## config.mk

```make
export PLATFORM = sky130hd
export DESIGN_NAME = jt10_adpcm_ctrl
export DESIGN_NICKNAME = d
export VERILOG_FILES = /design/src/rtl/jt10_adpcm_pkg.sv /design/src/rtl/jt10_adpcm_upd.sv /design/src/rtl/jt10_adpcm_ctrl.sv
export SDC_FILE = /design/constraint.sdc
export NUM_CORES = 1
export LEC_CHECK = 0
export BUFFER_PORTS_ARGS = -buffer_cell sky130_fd_sc_hd__buf_2
export CORE_MARGIN = 5
export CORE_UTILIZATION = 50
export DETAILED_ROUTE_END_ITERATION = 8
export GPL_ROUTABILITY_DRIVEN = 1
export HOLD_SLACK_MARGIN = 0.03
export PLACE_DENSITY = 0.74
export SLEW_MARGIN = 20
export SYNTH_ARGS = -nofsm -noshare
export SYNTH_HDL_FRONTEND = slang
export SYNTH_SLANG_ARGS = --single-unit
export TNS_END_PERCENT = 50
```

## constraint.sdc

```tcl
create_clock -name clk -period 1.65 [get_ports clk]
set_input_delay 0.0825 -clock clk [delete_from_list [all_inputs] [get_ports clk]]
set_output_delay 0.0825 -clock clk [all_outputs]
set_load 0.005 [all_outputs]
```

## src/rtl/jt10_adpcm_pkg.sv

```systemverilog
// Shared definitions for the JT10 ADPCM-A control block: register map,
// slot geometry, update-FSM encoding and small helper functions.
package jt10_adpcm_pkg;

  // Number of ADPCM-A channels, which is also the number of pipeline slots
  localparam int NUM_SLOTS = 6;

  // CPU register map
  localparam logic [7:0] ADDR_KEY   = 8'h00;
  localparam logic [7:0] ADDR_ATL   = 8'h01;
  localparam logic [7:0] ADDR_LRACL = 8'h08;  // channels 0..5 at 0x08..0x0D

  // up_ch value meaning "no gain update in progress"
  localparam logic [2:0] UP_NONE = 3'd7;

  // Hold counter load: outputs stay valid for HOLD_LOAD+1 cen pulses,
  // i.e. one full slot rotation
  localparam logic [2:0] HOLD_LOAD = 3'(NUM_SLOTS - 1);

  // Gain-update delivery states
  typedef enum logic {
    UPD_IDLE = 1'b0,
    UPD_HOLD = 1'b1
  } upd_state_e;

  // Index of the lowest set bit, UP_NONE when no bit is set
  function automatic logic [2:0] lowest_set(input logic [5:0] v);
    logic [2:0] idx;
    idx = UP_NONE;
    for (int i = NUM_SLOTS - 1; i >= 0; i--) begin
      if (v[i]) idx = 3'(i);
    end
    return idx;
  endfunction

  // One-position left rotation of a one-hot slot vector
  function automatic logic [5:0] rotl6(input logic [5:0] v);
    return {v[4:0], v[5]};
  endfunction

endpackage

```

## src/rtl/jt10_adpcm_upd.sv

```systemverilog
// Gain (lracl) update sequencer. Each written channel is flagged pending;
// the lowest pending channel is presented on up_ch/lracl for one full slot
// rotation, then released. A rewrite of the channel being delivered keeps
// it pending so the fresh value is delivered afterwards.
module jt10_adpcm_upd
  import jt10_adpcm_pkg::*;
(
  input  logic        clk,
  input  logic        rst_n,
  input  logic        cen,
  input  logic [5:0]  set_pend,
  input  logic [47:0] lracl_flat,
  output logic [2:0]  up_ch,
  output logic [7:0]  lracl
);

  upd_state_e  state, state_nx;
  logic [5:0]  pending, pending_nx;
  logic [5:0]  sel_oh, sel_oh_nx;
  logic [5:0]  pend_clr;
  logic [2:0]  cnt, cnt_nx;
  logic [2:0]  up_ch_nx;
  logic [2:0]  pick;
  logic [7:0]  lracl_nx;
  logic        redo, redo_nx;
  logic        keep;

  // Next-state logic: pick, hold and release one channel's gain update
  always_comb begin
    // NOTE: every signal assigned here gets a default first, so no path
    // leaves one unassigned and no latch is inferred.
    state_nx  = state;
    cnt_nx    = cnt;
    sel_oh_nx = sel_oh;
    redo_nx   = redo;
    up_ch_nx  = up_ch;
    lracl_nx  = lracl;
    pend_clr  = '0;
    keep      = 1'b0;
    pick      = lowest_set(pending);

    unique case (state)
      UPD_IDLE: begin
        up_ch_nx = UP_NONE;
        if (cen && pending != '0) begin
          sel_oh_nx = 6'(1) << pick;
          up_ch_nx  = pick;
          for (int i = 0; i < NUM_SLOTS; i++) begin
            if (pick == 3'(i)) lracl_nx = lracl_flat[i*8 +: 8];
          end
          cnt_nx    = HOLD_LOAD;
          // a rewrite landing on the very edge we latch must still be served
          redo_nx   = |(set_pend & (6'(1) << pick));
          state_nx  = UPD_HOLD;
        end
      end
      UPD_HOLD: begin
        keep    = redo | (|(set_pend & sel_oh));
        redo_nx = keep;
        if (cen) begin
          if (cnt == '0) begin
            if (!keep) pend_clr = sel_oh;
            redo_nx  = 1'b0;
            up_ch_nx = UP_NONE;
            state_nx = UPD_IDLE;
          end else begin
            cnt_nx = cnt - 3'd1;
          end
        end
      end
      default: state_nx = UPD_IDLE;
    endcase

    // a new write always wins over the end-of-delivery clear
    pending_nx = (pending & ~pend_clr) | set_pend;
  end

  // State register for the update sequencer
  always_ff @(posedge clk or negedge rst_n) begin
    if (!rst_n) begin
      state   <= UPD_IDLE;
      pending <= '0;
      sel_oh  <= '0;
      cnt     <= '0;
      redo    <= 1'b0;
      up_ch   <= UP_NONE;
      lracl   <= '0;
    end else begin
      // NOTE: non-blocking assignments in clocked blocks so every register
      // samples the pre-edge values, independent of statement order.
      state   <= state_nx;
      pending <= pending_nx;
      sel_oh  <= sel_oh_nx;
      cnt     <= cnt_nx;
      redo    <= redo_nx;
      up_ch   <= up_ch_nx;
      lracl   <= lracl_nx;
    end
  end

endmodule

```

## src/rtl/jt10_adpcm_ctrl.sv

```systemverilog
// JT10 ADPCM-A channel control: CPU register file, slot/round rotation,
// key-on/key-off tracking and the gain-update sequencer.
module jt10_adpcm_ctrl
  import jt10_adpcm_pkg::*;
(
  input  logic       clk,
  input  logic       rst_n,
  input  logic       cen,
  input  logic       wr,
  input  logic [7:0] addr,
  input  logic [7:0] din,
  input  logic [5:0] end_ch,
  output logic [5:0] cur_ch,
  output logic [5:0] en_ch,
  output logic       match,
  output logic [2:0] up_ch,
  output logic [7:0] lracl,
  output logic [5:0] atl,
  output logic [5:0] ch_on,
  output logic [5:0] keyon
);

  logic [7:0]  lracl_reg [NUM_SLOTS];
  logic [47:0] lracl_flat;
  logic [5:0]  kon, koff, set_pend;
  logic        atl_we;

  // Write decode: key control, total level and per-channel gain strobes
  always_comb begin
    kon      = '0;
    koff     = '0;
    set_pend = '0;
    atl_we   = wr && (addr == ADDR_ATL);
    if (wr && addr == ADDR_KEY) begin
      if (din[7]) koff = din[5:0];
      else        kon  = din[5:0];
    end
    for (int i = 0; i < NUM_SLOTS; i++) begin
      if (wr && addr == ADDR_LRACL + 8'(i)) set_pend[i] = 1'b1;
    end
  end

  // Flatten the gain registers for the sequencer
  always_comb begin
    lracl_flat = '0;
    for (int i = 0; i < NUM_SLOTS; i++) lracl_flat[i*8 +: 8] = lracl_reg[i];
  end

  // Gain register file, written on any clk regardless of cen
  always_ff @(posedge clk or negedge rst_n) begin
    if (!rst_n) begin
      // NOTE: the gain array is only six bytes and must read as zero after
      // reset, so it is built from resettable flops rather than a RAM.
      for (int i = 0; i < NUM_SLOTS; i++) lracl_reg[i] <= '0;
    end else begin
      for (int i = 0; i < NUM_SLOTS; i++) begin
        if (set_pend[i]) lracl_reg[i] <= din;
      end
    end
  end

  // Total level register
  always_ff @(posedge clk or negedge rst_n) begin
    if (!rst_n)      atl <= '0;
    else if (atl_we) atl <= din[5:0];
  end

  // Channel activity: key-off and end-of-sample clear, key-on sets and wins
  always_ff @(posedge clk or negedge rst_n) begin
    if (!rst_n) ch_on <= '0;
    else        ch_on <= (ch_on & ~koff & ~end_ch) | kon;
  end

  // Key-on pulse: set by the write, dropped on the following cen
  always_ff @(posedge clk or negedge rst_n) begin
    if (!rst_n) keyon <= '0;
    else        keyon <= (cen ? 6'd0 : keyon) | kon;
  end

  // Slot rotation every cen; round advances when the last slot wraps
  always_ff @(posedge clk or negedge rst_n) begin
    if (!rst_n) begin
      cur_ch <= 6'b000001;
      en_ch  <= 6'b000001;
    end else if (cen) begin
      cur_ch <= rotl6(cur_ch);
      if (cur_ch[5]) en_ch <= rotl6(en_ch);
    end
  end

  assign match = (cur_ch == en_ch) && ((ch_on & en_ch) != '0);

  jt10_adpcm_upd u_upd (
    .clk        (clk),
    .rst_n      (rst_n),
    .cen        (cen),
    .set_pend   (set_pend),
    .lracl_flat (lracl_flat),
    .up_ch      (up_ch),
    .lracl      (lracl)
  );

endmodule

```

==> metrics.cfg <==
[sta]
final.setup.tns_ns=-0.195
final_max_slew_viol_count=0
rsz0062_at_grt=true
finalCritPeriodShare_pct=103
hold_viol=0
layout_setup_ws_ns=-0.0543
fmax_mhz=587
worst_slew_pin_slew_ns=0.528
setup_viol=8
hold_ws_ns=0.0490
fin_worst_skew_ns=0.0128
slew_headroom_pct=64.8
fin_crit_ns=1.70

[logic_synthesis]
synth_compound_gate_area_share_pct=12.0
synth_fa_ha_area_share_pct=0.508
ys_ff_latch=106
netlist_instances=419
seq_area_frac_synth_pct=54.0
synth.avg_cell_area_um2=11.8
synth_top_family_by_area=multiplexers
synth_area_mm2=0.00492
yosys-mux-area-fraction_pct=16.8
async_flop_share_pct=100
synth_edf_count=0
ys.warnings.count=0
synthSimpleGateAreaFrac_pct=12.8
yosysUniqueCellTypes=53
syn_nets=447
yosys.area_share.xor_xnor_pct=1.07
synthFlopType=dfrtp_1

[hold_path]
whs_path_depth=3
min_to=lracl_flat[0]$_DFFE_PN0P_
hp-class=primary input to register
holdCritStartpoint=din[0]

[floorplanning]
io_pins=68
die_w_um=109
start_util_pct=50.9
num_rows=36
core-area_mm2=0.00968
die_h_um=109
dieArea_mm2=0.0119

[critical_path]
required_ns=1.92
max_stage_delay_ns=0.49
worstReg2RegStart=u_upd.pending[2]$_DFF_PN0_
rrSetupSlack_ns=-0.05
cp_slowest_cell=or4_4
start_kind=register
r2r-end=u_upd.lracl[0]$_DFFE_PN0P_
crit_path_max_fanout=5
ff2ff_path_depth=5
crit_chain=buf_6 -> or4_4 -> a211oi_2 -> a221oi_2 -> o31a_1
crit_path_end_kind=register
critPathKind=register to register
cp_data_arrival_time_ns=1.98

[finish]
ff_latch_area_mm2=0.00266
drive_above_1_share_pct=44.8
largest_register_ffs=48
final_cells=682
final_nets=572
antenna_cells=0
num-fill-cells=729
multi_input_area_mm2=0.00224
final_cell_area_mm2=0.00626
syn2layout_area_growth_pct=27.1
fin_util_pct=64.6

[placement]
place_inst=647
dpl_cell_area_mm2=0.00575
pre_cts_ws_ns=-0.368
gp_congestion=0.871
place.port_buffers=67
dp_hpwl_um=9250

[cts]
root_buffer=clkbuf_8
cts_tree=done
worstSkewPairLatency_ns=0.37
htreeDepth=3
cts_sinks=106
cts_buffers=9
clock_path_buffers=2
path_clk_slew_ns=0.11

[drt]
firstDrtPassIters=5
via_per_inst=5.79
drtIter0Drc=266
routed_wl_um=13300
post-route-drc-count=0
vias=3949
antenna_left=0
drt-wirelength-per-cell_um=19.6

[power]
powerDensity_mw_per_mm2=1120
power.leakage_nw=3.09
ir_worst_vdd_mv=0.580
power.total_mw=7.02

[global_routing]
antenna_found_initial=0
grt_pass1_wl_um=20500
overflow=0
grt_pass1_vias=3931
grt_max_degree=39
grtUsageTotal_pct=22.7

[job]
maxCapViolations=0

[status]
failed_checks=negative setup slack
status=finished with violations

## worst max-delay path by stage
stage / start / end / slack [ns] / depth (start not counted)
floorplan: u_upd.pending[0]$_DFF_PN0_ / u_upd.lracl[0]$_DFFE_PN0P_ / -0.01 / 5
global placement: u_upd.pending[2]$_DFF_PN0_ / u_upd.lracl[1]$_DFFE_PN0P_ / -0.30 / 6
detailed placement: u_upd.pending[2]$_DFF_PN0_ / u_upd.lracl[1]$_DFFE_PN0P_ / -0.37 / 6
CTS: u_upd.pending[2]$_DFF_PN0_ / u_upd.lracl[0]$_DFFE_PN0P_ / -0.04 / 8
global route: u_upd.pending[2]$_DFF_PN0_ / u_upd.lracl[0]$_DFFE_PN0P_ / -0.11 / 5
finish: u_upd.pending[2]$_DFF_PN0_ / u_upd.lracl[0]$_DFFE_PN0P_ / -0.05 / 5
## area by class of cell
type / instances / area share, %
multi-input combinational: 284 / 35.8
tap: 133 / 2.66
clock buffer: 10 / 2.04
clock inverter: 6 / 0.860
inverter: 11 / 0.660
timing repair buffer: 132 / 15.5
sequential: 106 / 42.6
## cell usage in the layout (no fill, tap or decap), types with 8 or more instances in the layout
cell / netlist / layout
dlygate4sd3_1: 0 / 8
nor2_1: 24 / 24
inv_1: 11 / 11
a21oi_1: 27 / 19
mux2_2: 53 / 53
nand3b_1: 11 / 11
nand2_1: 45 / 43
dfrtp_1: 101 / 98
o21ai_0: 22 / 21
mux2_4: 12 / 12
buf_2: 3 / 66
a21oi_2: 0 / 8
clkbuf_8: 0 / 9
buf_4: 2 / 44
## synth_stat cells (2+ instances only)
master / count / area [µm²]
a21o_1: 2 / 15.0
a22o_1: 5 / 43.8
o31ai_1: 3 / 22.5
nand3_1: 5 / 25.0
clkbuf_1: 10 / 37.5
o22ai_1: 2 / 12.5
dfstp_2: 5 / 131
inv_1: 11 / 41.3
nand2b_1: 5 / 31.3
buf_4: 2 / 15.0
nand2_1: 45 / 169
a221oi_1: 2 / 17.5
buf_2: 3 / 15.0
mux2_2: 53 / 597
nand3b_1: 11 / 82.6
nor3_1: 3 / 15.0
nor2_1: 24 / 90.1
or2_1: 4 / 25.0
xnor2_1: 4 / 35.0
buf_6: 3 / 33.8
nor4_2: 3 / 37.5
xor2_1: 2 / 17.5
ha_1: 2 / 25.0
mux2_4: 12 / 180
a21oi_1: 27 / 135
and2b_1: 2 / 15.0
dfrtp_1: 101 / 2530
mux2i_1: 5 / 50.1
o21ai_0: 22 / 110
nor3_4: 4 / 65.1
a32o_1: 6 / 60.1
a32oi_1: 6 / 52.6
a22oi_1: 5 / 37.5
## repair_timing
action / 4_1_cts / 5_1_grt
setup buffers: 3 / 7
hold buffers: 8 / 0
resized for setup: 17 / 22
pin swaps: 6 / 14
gates cloned: 0 / 1
endpoints found under the setup margin: 18 / 12
endpoints found under the hold margin: 44 / 0
## kinds of logic (layout without fill, tap and decap cells)
logic type / count (synthesis) / in the layout
xor gates and xnor gates: 6 / 6
adders and majority gates: 2 / 2
muxes: 70 / 70
AOI/OAI and AO/OA: 90 / 90
buffers and inverters: 29 / 159
DFF: 106 / 106
and+or+nand+nor: 116 / 116
## report_power, final
group	internal (mW)	switching [mW]	total, mW
clock network	0.586	0.953	1.54
logic	1.07	1.13	2.20
registers	2.99	0.291	3.29
total	4.65	2.37	7.02
## layer usage
metal	routed length [µm]	vias up	part of all wire (%)	global-route usage (%)
met2	6580	154	49	36.9
li1	-	1757	-	-
met3	803	24	6.0	4.97
met1	5710	2014	43	31.1
met5	0	-	0	0
met4	247	0	1.9	5.61
## worst max-delay path: cells and delay by family, from the launching register on
kind / cells / cell delay, ns
AND/OR/NAND/NOR: 1 / 0.49
buffers and inverters: 1 / 0.13
flip-flops: 1 / 0.45
AO/OA/AOI/OAI: 3 / 0.55
(Power assumes the default switching activity.)
